`src/rtl/alu_pkg.sv`:
```
// Shared definitions for the ALU issue controller: ALU control codes,
// R-type funct codes and the issue FSM state type.
package alu_pkg;

  // ALU control codes; 3'b000 is deliberately absent, the ALU has no such case
  localparam logic [2:0] ALU_ADD = 3'b001;
  localparam logic [2:0] ALU_SUB = 3'b010;
  localparam logic [2:0] ALU_SLT = 3'b011;
  localparam logic [2:0] ALU_AND = 3'b100;
  localparam logic [2:0] ALU_OR  = 3'b101;
  localparam logic [2:0] ALU_XOR = 3'b110;
  localparam logic [2:0] ALU_NOR = 3'b111;

  // R-type funct field values understood by the controller
  localparam logic [5:0] FUNCT_ADD  = 6'h20;
  localparam logic [5:0] FUNCT_ADDU = 6'h21;
  localparam logic [5:0] FUNCT_SUB  = 6'h22;
  localparam logic [5:0] FUNCT_SUBU = 6'h23;
  localparam logic [5:0] FUNCT_AND  = 6'h24;
  localparam logic [5:0] FUNCT_OR   = 6'h25;
  localparam logic [5:0] FUNCT_XOR  = 6'h26;
  localparam logic [5:0] FUNCT_NOR  = 6'h27;
  localparam logic [5:0] FUNCT_SLT  = 6'h2A;
  localparam logic [5:0] FUNCT_SLTU = 6'h2B;

  typedef enum logic [1:0] {
    ST_IDLE = 2'd0,
    ST_EXEC = 2'd1,
    ST_DONE = 2'd2
  } state_t;

endpackage

```
`src/rtl/alu_funct_decode.sv`:
```
// Combinational funct decoder: ALU control code, operand swap, signed bias
// (MSB flip so an unsigned compare orders signed values) and illegal flag.
module alu_funct_decode
  import alu_pkg::*;
#(
  parameter int FUNCT_W = 6
) (
  input  logic [FUNCT_W-1:0] funct,
  output logic [2:0]         ctrl,
  output logic               swap,
  output logic               signed_bias,
  output logic               illegal
);

  // Map funct onto the ALU control code and operand steering
  always_comb begin
    ctrl        = ALU_ADD;
    swap        = 1'b0;
    signed_bias = 1'b0;
    illegal     = 1'b0;
    case (funct)
      FUNCT_ADD, FUNCT_ADDU: ctrl = ALU_ADD;
      FUNCT_SUB, FUNCT_SUBU: ctrl = ALU_SUB;
      FUNCT_AND:             ctrl = ALU_AND;
      FUNCT_OR:              ctrl = ALU_OR;
      FUNCT_XOR:             ctrl = ALU_XOR;
      FUNCT_NOR:             ctrl = ALU_NOR;
      // ALU computes dr1 > dr2 unsigned, so swapping yields rs < rt
      FUNCT_SLTU: begin
        ctrl = ALU_SLT;
        swap = 1'b1;
      end
      FUNCT_SLT: begin
        ctrl        = ALU_SLT;
        swap        = 1'b1;
        signed_bias = 1'b1;
      end
      default: begin
        ctrl    = ALU_ADD;
        illegal = 1'b1;
      end
    endcase
  end

endmodule

```
`src/rtl/alu_issue_ctrl.sv`:
```
// Execute-stage issue controller: accepts one R-type op per handshake, drives
// the external combinational ALU from registers, captures and holds the result.
module alu_issue_ctrl
  import alu_pkg::*;
#(
  parameter int DATA_W  = 32,
  parameter int FUNCT_W = 6,
  parameter int CNT_W   = 16
) (
  input  logic               clk,
  input  logic               rst_n,
  input  logic               in_valid,
  output logic               in_ready,
  input  logic [FUNCT_W-1:0] in_funct,
  input  logic [DATA_W-1:0]  in_rs,
  input  logic [DATA_W-1:0]  in_rt,
  output logic [DATA_W-1:0]  alu_dr1,
  output logic [DATA_W-1:0]  alu_dr2,
  output logic [2:0]         alu_ctrl,
  input  logic [DATA_W-1:0]  alu_result,
  output logic               out_valid,
  input  logic               out_ready,
  output logic [DATA_W-1:0]  out_result,
  output logic               out_zero,
  output logic               out_illegal,
  output logic [CNT_W-1:0]   op_count
);

  localparam logic [DATA_W-1:0] MSB_MASK = {1'b1, {(DATA_W-1){1'b0}}};
  localparam logic [DATA_W-1:0] ZERO_W   = {DATA_W{1'b0}};
  localparam logic [CNT_W-1:0]  CNT_ONE  = {{(CNT_W-1){1'b0}}, 1'b1};

  logic [2:0]        dec_ctrl_s;
  logic              dec_swap_s;
  logic              dec_bias_s;
  logic              dec_illegal_s;
  logic [DATA_W-1:0] op1_s;
  logic [DATA_W-1:0] op2_s;

  state_t            state_r;
  logic              illegal_r;
  logic              in_ready_r;
  logic              out_valid_r;
  logic [DATA_W-1:0] out_result_r;
  logic              out_zero_r;
  logic              out_illegal_r;
  logic [CNT_W-1:0]  op_count_r;
  logic [DATA_W-1:0] alu_dr1_r;
  logic [DATA_W-1:0] alu_dr2_r;
  logic [2:0]        alu_ctrl_r;

  alu_funct_decode #(
    .FUNCT_W(FUNCT_W)
  ) u_decode (
    .funct      (in_funct),
    .ctrl       (dec_ctrl_s),
    .swap       (dec_swap_s),
    .signed_bias(dec_bias_s),
    .illegal    (dec_illegal_s)
  );

  // Steer incoming operands into ALU order; illegal ops present zeros
  always_comb begin
    op1_s = in_rs;
    op2_s = in_rt;
    if (dec_illegal_s) begin
      op1_s = ZERO_W;
      op2_s = ZERO_W;
    end else if (dec_swap_s) begin
      op1_s = in_rt ^ (dec_bias_s ? MSB_MASK : ZERO_W);
      op2_s = in_rs ^ (dec_bias_s ? MSB_MASK : ZERO_W);
    end else begin
      op1_s = in_rs;
      op2_s = in_rt;
    end
  end

  // Issue FSM with all outputs registered
  always_ff @(posedge clk or negedge rst_n) begin
    if (!rst_n) begin
      state_r       <= ST_IDLE;
      illegal_r     <= 1'b0;
      in_ready_r    <= 1'b1;
      out_valid_r   <= 1'b0;
      out_result_r  <= ZERO_W;
      out_zero_r    <= 1'b1;
      out_illegal_r <= 1'b0;
      op_count_r    <= {CNT_W{1'b0}};
      alu_dr1_r     <= ZERO_W;
      alu_dr2_r     <= ZERO_W;
      alu_ctrl_r    <= ALU_ADD;
    end else begin
      case (state_r)
        ST_IDLE: begin
          if (in_valid && in_ready_r) begin
            alu_dr1_r  <= op1_s;
            alu_dr2_r  <= op2_s;
            alu_ctrl_r <= dec_ctrl_s;
            illegal_r  <= dec_illegal_s;
            in_ready_r <= 1'b0;
            state_r    <= ST_EXEC;
          end
        end
        ST_EXEC: begin
          out_result_r  <= illegal_r ? ZERO_W : alu_result;
          out_zero_r    <= illegal_r || (alu_result == ZERO_W);
          out_illegal_r <= illegal_r;
          out_valid_r   <= 1'b1;
          alu_ctrl_r    <= ALU_ADD;
          state_r       <= ST_DONE;
        end
        ST_DONE: begin
          // ready rises only after the consume edge, so no op is taken in that cycle
          if (out_ready) begin
            out_valid_r <= 1'b0;
            op_count_r  <= op_count_r + CNT_ONE;
            in_ready_r  <= 1'b1;
            state_r     <= ST_IDLE;
          end
        end
        default: begin
          out_valid_r <= 1'b0;
          in_ready_r  <= 1'b1;
          alu_ctrl_r  <= ALU_ADD;
          state_r     <= ST_IDLE;
        end
      endcase
    end
  end

  assign in_ready    = in_ready_r;
  assign out_valid   = out_valid_r;
  assign out_result  = out_result_r;
  assign out_zero    = out_zero_r;
  assign out_illegal = out_illegal_r;
  assign op_count    = op_count_r;
  assign alu_dr1     = alu_dr1_r;
  assign alu_dr2     = alu_dr2_r;
  assign alu_ctrl    = alu_ctrl_r;

endmodule

```
`config.mk`:
```
export PLATFORM = sky130hd
export DESIGN_NAME = alu_issue_ctrl
export DESIGN_NICKNAME = d
export VERILOG_FILES = /design/src/rtl/alu_pkg.sv /design/src/rtl/alu_funct_decode.sv /design/src/rtl/alu_issue_ctrl.sv
export SDC_FILE = /design/constraint.sdc
export NUM_CORES = 1
export LEC_CHECK = 0
export BUFFER_PORTS_ARGS = -buffer_cell sky130_fd_sc_hd__buf_4
export CAP_MARGIN = 30
export CORE_MARGIN = 2
export CORE_UTILIZATION = 50
export CTS_CLUSTER_SIZE = 12
export DETAILED_ROUTE_END_ITERATION = 10
export PLACE_DENSITY_LB_ADDON = 0.05
export SETUP_SLACK_MARGIN = 0.15
export SYNTH_ARGS = -nofsm -noshare
export SYNTH_HDL_FRONTEND = slang
export SYNTH_HIERARCHICAL = 1
export SYNTH_SLANG_ARGS = --single-unit
```
`constraint.sdc`:
```
create_clock -name clk -period 4.5 [get_ports clk]
set_input_delay 0 -clock clk [delete_from_list [all_inputs] [get_ports clk]]
set_output_delay 0 -clock clk [all_outputs]
set_load 0.01 [all_outputs]
```
==> results of run 1 <==
## cell type report
type | instances | area, µm² | share of cell area (%)
Clock buffer | 23 | 478 | 5.04
Tap cell | 140 | 175 | 1.85
Multi-Input combinational cell | 379 | 2450 | 25.9
Inverter | 3 | 11.3 | 0.119
Clock inverter | 9 | 145 | 1.53
Timing Repair Buffer | 364 | 3160 | 33.3
Sequential cell | 122 | 3060 | 32.2
## layer usage
metal / routed length [µm] / part of all wire [%] / up-vias
li1: - / - / 2592
met1: 6980 / 38 / 2723
met2: 9510 / 52 / 239
met3: 1030 / 5.6 / 54
met4: 659 / 3.6 / 0
met5: 0 / 0 / -
## kinds of logic after synthesis
family / synth area share, %
muxes: 11.7
and+or+nand+nor: 15.7
AOI/OAI and AO/OA: 12.7
adders and majority gates: 0.220
buffers and inverters: 3.19
DFF: 53.8
xor gates and xnor gates: 2.62
## metrics by stage
stage / total power [mW] / cells / hold slack [ps] / utilization [%] / setup slack (ps)
finish: 4.29 / 1040 / 31.7 / 86.3 / 2420
global route: 4.48 / 1040 / 23.9 / 86.3 / 2320
CTS: 4.26 / 1038 / 18.8 / 85.9 / 1900
detailed placement: 2.72 / 874 / -35.5 / 68.2 / 2440
global placement: 2.67 / 871 / 273 / 67.5 / 2320
floorplan: 2.05 / 544 / -296 / - / 2860
## registers in the layout (all words and copies together), names as in the netlist
name,flops
out_zero,1
alu_dr2,32
alu_ctrl,3
out_result,32
op_count,16
out_valid,1
alu_dr1,32
state_r,2
in_ready,1
illegal_r,1
out_illegal,1
## worst min-delay path by stage
stage | startpoint | end
6_report | in_rt[31] | alu_dr2[31]
5_1_grt | in_rt[31] | alu_dr2[31]
4_1_cts | in_rt[31] | alu_dr2[31]
3_5_place_dp | rst_n | out_result[12]
3_3_place_gp | rst_n | out_result[11]
2_1_floorplan | rst_n | alu_ctrl[1]
## critical path, stage by stage (launching register included)
cell and delay [ps]:
dfrtp_1 440, and2b_1 260, nand3b_1 100, buf_4 440
buf_16 350, mux2_2 370
## power groups by stage
| stage | registers, mW | logic [mW] | clock network, mW |
|---|---|---|---|
| after floorplan | 1.70 | 0.347 | 0 |
| after global placement | 1.60 | 1.07 | 0 |
| after detailed placement | 1.61 | 1.11 | 0 |
| after CTS | 1.60 | 1.20 | 1.46 |
| after global routing | 1.65 | 1.33 | 1.50 |
| final | 1.61 | 1.23 | 1.44 |
## cell usage in the layout, fill, tap and decap left out, types with 4 or more instances in the layout
cell type      synthesis  routed
nor4_1                 8       8
mux2i_1               62      62
nand2_1              106     106
dfrtp_1              119     119
xor2_1                 6       6
buf_4                  0     226
clkbuf_16              0      17
nor2_1                10       9
o21ai_0               33      33
nand4_1                6       6
o31ai_1               62      62
xnor2_1               11      11
nand2b_1              36      35
dlygate4sd3_1          0     132
nand3_1                4       4
mux2_2                 4       4
a21oi_1                5       5
clkinv_2               0       5
and3_1                 5       5
bufinv_16              0       4
==> run summary, run 1 <==
status = finished, final reports clean
DRC viols = 0
Clock Skew = 10.3 ps
CTS tree = done
cts bufs inserted = 17
Clock Latency Late Sink = 410 ps
DRT iter0 DRCs = 364
Worst EP arrival = 2370 ps
Max Clock Freq = 480 MHz
Setup Fix Bufs, Post-CTS = 0
M3 GR Usage = 8.40%
dpl cell area = 7490 µm²
syn nets = 651
setup violation total in the final timing report = 0
Antenna Cells = 0
Switching Fraction = 29.1%
leak pwr = 4.42 nW
post-route clock period utilization = 46.3%
most common library cells after synthesis = dfrtp_1, nand2_1, mux2i_1, o31ai_1, nand2b_1
initial antenna violation count = 0
share of layout cells above drive strength 1 = 30.4%
Cell Area, Synth = 5680 µm²
Synth Flop Type = dfrtp_1
sequential power share = 37.6%
vias per cell = 5.39
Die ar. = 12200 µm²
worst-margin pin slew = 822 ps
Total Nets Final = 994
Filler cells = 553
Hold Path Class = in -> reg
Synth area leaders = dfrtp_1, mux2i_1, o31ai_1, nand2_1, nand2b_1
post-synthesis sequential area ratio = 53.8%
top cell type's share of synthesized area = 52.4%
cell taking the most area after synthesis = dfrtp_1
CP Capture Point = illegal_r
Final ANT Viol Nets = 0
placer congestion estimate = 0.824
synthesized area per cell = 10.4 µm²
clk sinks = 122
Reg2Reg Capture Point = illegal_r
Post-Syn Instances = 544
Gate power share = 28.7%
Post-DP HPWL = 10.4 mm
Crit. Startpoint = state_r[1]
Layout area overhead = 66.9%
setup slack, reg-to-reg = 2420 ps
drt first pass iters = 5
Post-synth EDFFs = 0
Async S/R FF share, synth = 100%
post_cts resized = 0
largest net degree at the start of global routing = 81
Min Clock Period, post-route = 2080 ps
max_cap viols = 0
pwr/cell area = 452 nW/µm²
Worst Path Required = 4790 ps
leading cell type by number of instances after synthesis = dfrtp_1
chip height = 111 µm
grt met1 use = 33.9%
Initial Util = 51.7%
Reg2Reg Depth = 5
internal power = 3.04 mW
row count = 38
Max Root-Sink Buffers = 2
power share of the clock group = 33.7%
Hold Buf Count CTS = 132
Critical Path Source Type = register
total routed wirelength = 18.2 mm
setup TNS = 0 ps
Max Slew Vio Count = 0
Final Cell Area = 9480 µm²
Worst R2R Start = state_r[1]
Port-buffer cells = 224
distinct cell type count after synthesis = 35
DR vias = 5608
YS warnings = 6
CTS H-Tree Depth = 4
Worst setup EP type = register
Final Hold Vio Count = 0
FF+latch count, synth = 122
total core area = 11000 µm²
vias in the first global route = 5917
hold depth = 4
grt ovf = 0
GRT Max-Usage Layer = met2
Relative slew margins = 45.2%
# IOs = 225
drt wl/cell = 17.5 µm
gr usage total = 29.7%
Crit Path Class = reg -> reg
peak supply drop = 0.365 mV
Psw = 1.25 mW
unrepaired setup endpoints after global routing = false
first-pass GRT wire length = 29.4 mm
chip width = 111 µm
met2 Use GR = 51.9%
CTS clock-pin slew for the worst setup and hold paths = 50 ps
critical path fanouts, max = 80
root buffer cell = clkbuf_16
Note: power is estimated with default switching activity, not from simulation.
==> inputs of run 2 (changes only) <==
--- a/config.mk
+++ b/config.mk
@@ -8,7 +8,7 @@
 export BUFFER_PORTS_ARGS = -buffer_cell sky130_fd_sc_hd__buf_4
 export CAP_MARGIN = 30
 export CORE_MARGIN = 2
-export CORE_UTILIZATION = 50
+export CORE_UTILIZATION = 49
 export CTS_CLUSTER_SIZE = 12
 export DETAILED_ROUTE_END_ITERATION = 10
 export PLACE_DENSITY_LB_ADDON = 0.05
==> constraint.sdc (replaced) <==
create_clock -name clk -period 1.93 [get_ports clk]
set_input_delay 0 -clock clk [delete_from_list [all_inputs] [get_ports clk]]
set_output_delay 0 -clock clk [all_outputs]
set_load 0.01 [all_outputs]
==> run 2 against run 1 <==
  * Global-route usage decreased by 2.4 points
  * Setup slack got worse by 2200 ps
  * Clock power increased by 110%
  * First-iteration DRC count increased by 19%
  * Largest power group unchanged
  * Core utilization decreased by 4.8 points
  * Via count decreased by 3.6%
  * Critical path type unchanged
  * Cell area decreased by 2.3%
  * Combinational power increased by 130%
  * Non-clock buffer count decreased by 14
  * Worst hold slack improved by 55 ps
  * Sequential power increased by 130%
==> run summary, run 2 (same netlist as run 1, synthesis figures left out) <==
Max Used Layer = met4 (unchanged)
Antenna Cells = 0 (unchanged)
cts bufs inserted = 17 (unchanged)
CTS tree = done (unchanged)
Port-buffer cells = 224 (unchanged)
hold_sp = in_funct[3] (was in_rt[31])
root buffer cell = clkbuf_16 (unchanged)
Worst setup EP type = register (unchanged)
initial antenna violation count = 0 (unchanged)
DP Worst Slack = 189 ps (was 2440 ps)
vias in the first global route = 5556 (was 5917)
pwr/cell area = 1030 nW/µm² (was 452 nW/µm²)
Filler cells = 679 (was 553)
max_cap viols = 0 (unchanged)
Critical Path Source Type = register (unchanged)
Max Root-Sink Buffers = 2 (unchanged)
Max Slew Vio Count = 0 (unchanged)
setup TNS = 0 ps (unchanged)
met1 WL = 6.68 mm (was 6.98 mm)
vias per cell = 5.26 (was 5.39)
setup violation total in the final timing report = 0 (unchanged)
Total Nets Final = 980 (was 994)
drt first pass iters = 4 (was 5)
fin util = 81.5% (was 86.3%)
chip height = 112 µm (was 111 µm)
clk sinks = 122 (unchanged)
Final Hold Vio Count = 0 (unchanged)
CTS clock-pin slew for the worst setup and hold paths = 50 ps (about the same)
peak supply drop = 0.926 mV (was 0.365 mV)
DR vias = 5404 (was 5608)
met3 wire len = 1.09 mm (was 1.03 mm)
drt wl/cell = 16.9 µm (was 17.5 µm)
leak pwr = 4.34 nW (was 4.42 nW)
critical path fanouts, max = 4 (was 80)
grt ovf = 0 (unchanged)
row count = 39 (was 38)
unrepaired setup endpoints after global routing = true (was false)
Final Cell Area = 9270 µm² (was 9480 µm²)
total core area = 11400 µm² (was 11000 µm²)
DRT iter0 DRCs = 434 (was 364)
Final ANT Viol Nets = 0 (unchanged)
Initial Util = 50.0% (was 51.7%)
worst-margin pin slew = 819 ps (was 822 ps)
Crit. Startpoint = op_count[0] (was state_r[1])
status = finished, final reports clean (unchanged)
total routed wirelength = 17.4 mm (was 18.2 mm)
share of layout cells above drive strength 1 = 32.8% (was 30.4%)
final worst slack = 230 ps (was 2420 ps)
gr usage total = 27.3% (was 29.7%)
Total Power = 9.57 mW (was 4.29 mW)
chip width = 112 µm (was 111 µm)
Worst EP arrival = 2030 ps (was 2370 ps)
Clock Skew = 7.87 ps (was 10.3 ps)
most common cell after layout, fill and taps aside = buf_4 (unchanged)
first-pass GRT wire length = 27.2 mm (was 29.4 mm)
Relative slew margins = 45.4% (was 45.2%)
dpl cell area = 7550 µm² (was 7490 µm²)
post-route clock period utilization = 88.1% (was 46.3%)
most frequent cells in the layout = buf_4, dfrtp_1, nand2_1, dlygate4sd3_1, mux2i_1 (was buf_4, dlygate4sd3_1, dfrtp_1, nand2_1)
Clock Latency Late Sink = 410 ps (about the same)
CTS H-Tree Depth = 4 (unchanged)
Worst R2R Start = op_count[0] (was state_r[1])
Layout area overhead = 63.1% (was 66.9%)
WL met2 = 9.03 mm (was 9.51 mm)
Hold Path Class = in -> reg (unchanged)
Worst Path Required = 2260 ps (was 4790 ps)
Crit Path Class = reg -> reg (unchanged)
Post-DP HPWL = 10.4 mm (about the same)
Max Clock Freq = 588 MHz (was 480 MHz)
DRC viols = 0 (unchanged)
largest net degree at the start of global routing = 81 (unchanged)
Die ar. = 12500 µm² (was 12200 µm²)
# IOs = 225 (unchanged)
placer congestion estimate = 0.808 (was 0.824)
Min Clock Period, post-route = 1700 ps (was 2080 ps)
## run 2: cell count changes in the layout (fill, tap and decap cells not counted), moves of 2 or more
cell | previous run | this run
buf_4 | 226 | 238
o31ai_2 | 0 | 3
buf_6 | 0 | 2
dlygate4sd3_1 | 132 | 103
bufinv_16 | 4 | 1
buf_16 | 3 | 0
buf_12 | 3 | 5
clkbuf_8 | 3 | 6
clkbuf_1 | 3 | 6
clkinv_2 | 5 | 0
o31ai_1 | 62 | 59
## run 2: repair_timing
item / in CTS / in global routing
gates resized for setup: 0 / 9
buffers inserted: 0 / 8
hold endpoints to repair: 222 / 0
hold buffers: 103 / 0
setup endpoints to repair: 0 / 13
## run 2: final timing paths
kind | cells past startpoint | endpoint | slack, ps
setup reg to reg | 5 | op_count[14] | 230
hold reg to reg | 1 | op_count[15] | 470
min in group asynchronous | 2 | out_result[10] | 100
hold / removal | 4 | alu_ctrl[0] | 90
setup / recovery | 5 | op_count[14] | 230
max in group asynchronous | 3 | in_ready | 1190
## run 2: power by group
| group | leakage [nW] | switching (mW) | internal, mW |
|---|---|---|---|
| clock | 0.274 | 1.03 | 1.96 |
| combinational | 2.47 | 1.26 | 1.58 |
| sequential | 1.60 | 0.480 | 3.25 |
## run 2: worst max-delay path: stages (launching register included)
cell and delay [ps]:
dfrtp_1 380, ha_1 170, and4b_4 260, or4b_4 510, nor2_4 130, xor2_1 160
## run 2: routing by layer
metal  vias to the layer above  GRT usage [%]
met3                        49           8.33
met5                         -              0
met1                      2574           31.6
li1                       2572              -
met4                         0           11.5
met2                       209           47.2
## run 2: layout make-up
type / count / area (µm²) / share of cell area, %
multi-input combinational: 379 / 2480 / 26.7
timing repair buffer: 350 / 2980 / 32.2
tap: 143 / 179 / 1.93
sequential: 122 / 3060 / 33.0
clock buffer: 29 / 531 / 5.73
clock inverter: 1 / 30.0 / 0.324
inverter: 3 / 11.3 / 0.122
## run 2: through the flow
step           hold slack (ps)  instances
4_1_cts                   78.5       1016
3_3_place_gp             -16.2        883
2_1_floorplan             -296        544
5_1_grt                   96.6       1027
3_5_place_dp             -14.5        883
6_report                  87.1       1027
==> inputs of run 3 (changes only) <==
--- a/config.mk
+++ b/config.mk
@@ -11,6 +11,7 @@
 export CORE_UTILIZATION = 49
 export CTS_CLUSTER_SIZE = 12
 export DETAILED_ROUTE_END_ITERATION = 10
+export HOLD_SLACK_MARGIN = 0.1
 export PLACE_DENSITY_LB_ADDON = 0.05
 export SETUP_SLACK_MARGIN = 0.15
 export SYNTH_ARGS = -nofsm -noshare
==> run 3 against run 2 <==
  * Sequential power barely moved
  * Sequential share of layout area fell by 0.093 points
  * Cell count rose by 0.29%
  * Critical endpoint is now alu_dr1[19]
==> run summary, run 3 (same netlist as run 1, synthesis figures left out) <==
Psw = 2.78 mW (about the same)
ordered list of cells on the worst path = and2b_2 > nand3b_1 > clkbuf_16 > buf_4 > o31ai_1 (was ha_1 > and4b_4 > or4b_4 > nor2_4 > xor2_1)
Final ANT Viol Nets = 0 (unchanged)
Clock Latency Late Sink = 410 ps (about the same)
setup violation total in the final timing report = 0 (unchanged)
worst-margin pin slew = 800 ps (was 819 ps)
critical path fanouts, max = 7 (was 4)
vias in the first global route = 5560 (was 5556)
internal power = 6.79 mW (about the same)
Antenna Cells = 0 (unchanged)
Relative slew margins = 46.6% (was 45.4%)
DP Worst Slack = 189 ps (unchanged)
Worst EP arrival = 2040 ps (was 2030 ps)
Storage cell area = 3060 µm² (about the same)
DRT iter0 DRCs = 431 (was 434)
peak supply drop = 0.929 mV (was 0.926 mV)
initial antenna violation count = 0 (unchanged)
DR vias = 5422 (was 5404)
sequential power share = 38.9% (was 39.0%)
total core area = 11400 µm² (unchanged)
Total Nets Final = 983 (was 980)
total routed wirelength = 17.5 mm (was 17.4 mm)
Port-buffer cells = 224 (unchanged)
Clock Skew = 8.31 ps (was 7.87 ps)
CTS clock-pin slew for the worst setup and hold paths = 50 ps (about the same)
CTS H-Tree Depth = 4 (unchanged)
status = finished, final reports clean (unchanged)
cts bufs inserted = 17 (unchanged)
setup TNS = 0 ps (unchanged)
power share of the clock group = 31.3% (about the same)
multi-input logic area = 2470 µm² (was 2480 µm²)
Crit Path Class = reg -> reg (unchanged)
unrepaired setup endpoints after global routing = true (unchanged)
Worst setup EP type = register (unchanged)
pwr/cell area = 1030 nW/µm² (about the same)
max_cap viols = 0 (unchanged)
Max Root-Sink Buffers = 2 (unchanged)
Switching Fraction = 29.0% (about the same)
drt first pass iters = 5 (was 4)
Filler cells = 675 (was 679)
Critical Path Source Type = register (unchanged)
row count = 39 (unchanged)
chip width = 112 µm (unchanged)
crit-path max cell delay = 540 ps (was 510 ps)
drt wl/cell = 17.0 µm (was 16.9 µm)
grt ovf = 0 (unchanged)
most common cell after layout, fill and taps aside = buf_4 (unchanged)
share of layout cells above drive strength 1 = 32.5% (was 32.8%)
root buffer cell = clkbuf_16 (unchanged)
largest net degree at the start of global routing = 81 (unchanged)
Post-DP HPWL = 10.4 mm (unchanged)
# IOs = 225 (unchanged)
CTS tree = done (unchanged)
gr usage total = 27.5% (was 27.3%)
chip height = 112 µm (unchanged)
DRC viols = 0 (unchanged)
Max Clock Freq = 567 MHz (was 588 MHz)
placer congestion estimate = 0.808 (unchanged)
leak pwr = 4.36 nW (was 4.34 nW)
Max Slew Vio Count = 0 (unchanged)
final worst slack = 166 ps (was 230 ps)
first-pass GRT wire length = 27.4 mm (was 27.2 mm)
vias per cell = 5.26 (about the same)
Hold Path Class = in -> reg (unchanged)
CP max-delay cell = dfstp_2 (was or4b_4)
Min Clock Period, post-route = 1760 ps (was 1700 ps)
Worst Path Required = 2210 ps (was 2260 ps)
Die ar. = 12500 µm² (unchanged)
Gate power share = 29.8% (was 29.7%)
most frequent cells in the layout = buf_4, dfrtp_1, nand2_1, dlygate4sd3_1, mux2i_1 (unchanged)
clk sinks = 122 (unchanged)
post-route clock period utilization = 91.4% (was 88.1%)
Final Hold Vio Count = 0 (unchanged)
Initial Util = 50.0% (unchanged)
Layout area overhead = 63.5% (was 63.1%)
==> run 3: cell count changes in the layout (fill, tap and decap cells not counted), sizes merged <==
cell and change:
dlygate4sd3 +2, dlymetal6s4s +1
==> run 3: power groups by stage <==
stage                     Combinational [mW]  Sequential, mW  Clock (mW)
after global routing                    3.09            3.82        3.15
final                                   2.85            3.73        3.00
after CTS                               2.78            3.73        3.05
after detailed placement                2.60            3.75           0
after global placement                  2.53            3.73           0
after floorplan                        0.810            3.96           0
==> run 3: timing repair <==
item / CTS / global route
resized for setup: 0 / 7
setup buffers: 0 / 8
hold buffers: 106 / 0
hold endpoints to repair: 225 / 0
endpoints found under the setup margin: 0 / 21
==> run 3: critical path, delay by kind of cell (launching register included) <==
kind | cells | cell delay [ps]
flops | 1 | 540
buf+inv | 2 | 370
compound gates | 1 | 330
simple gates | 2 | 390
==> run 3: metrics by stage <==
step | power, mW | utilization, % | instance area [µm²] | hold WS (ps) | std cells
floorplan | 4.77 | - | 5680 | -296 | 544
global placement | 6.26 | 66.4 | 7550 | -16.2 | 883
detailed placement | 6.36 | 66.4 | 7550 | -14.5 | 883
CTS | 9.56 | 80.6 | 9170 | 171 | 1019
global route | 10.1 | 81.7 | 9290 | 208 | 1030
finish | 9.57 | 81.7 | 9290 | 182 | 1030
==> run 3: cell type report <==
type | count | area share, %
Inverter | 3 | 0.121
Sequential cell | 122 | 32.9
Timing Repair Buffer | 353 | 32.4
Tap cell | 143 | 1.93
Multi-Input combinational cell | 379 | 26.6
Clock buffer | 29 | 5.71
Clock inverter | 1 | 0.323
==> run 3: worst paths after layout <==
path | slack (ps) | from | cells past startpoint | endpoint
min | 180 | in_funct[0] | 5 | alu_ctrl[0]
min reg2reg | 470 | op_count[15] | 1 | op_count[15]
min in group asynchronous | 600 | rst_n | 3 | out_result[4]
max reg2reg | 170 | in_ready | 5 | alu_dr1[19]
max | 170 | in_ready | 5 | alu_dr1[19]
max in group asynchronous | 600 | rst_n | 4 | out_result[12]
==> run 3: per-layer routing <==
| metal | vias to the layer above | track usage, % | wire length, µm |
|---|---|---|---|
| met3 | 45 | 8.33 | 1110 |
| met2 | 202 | 47.4 | 9060 |
| met5 | - | 0 | 0 |
| li1 | 2573 | - | - |
| met1 | 2602 | 32.1 | 6790 |
| met4 | 0 | 11.1 | 529 |
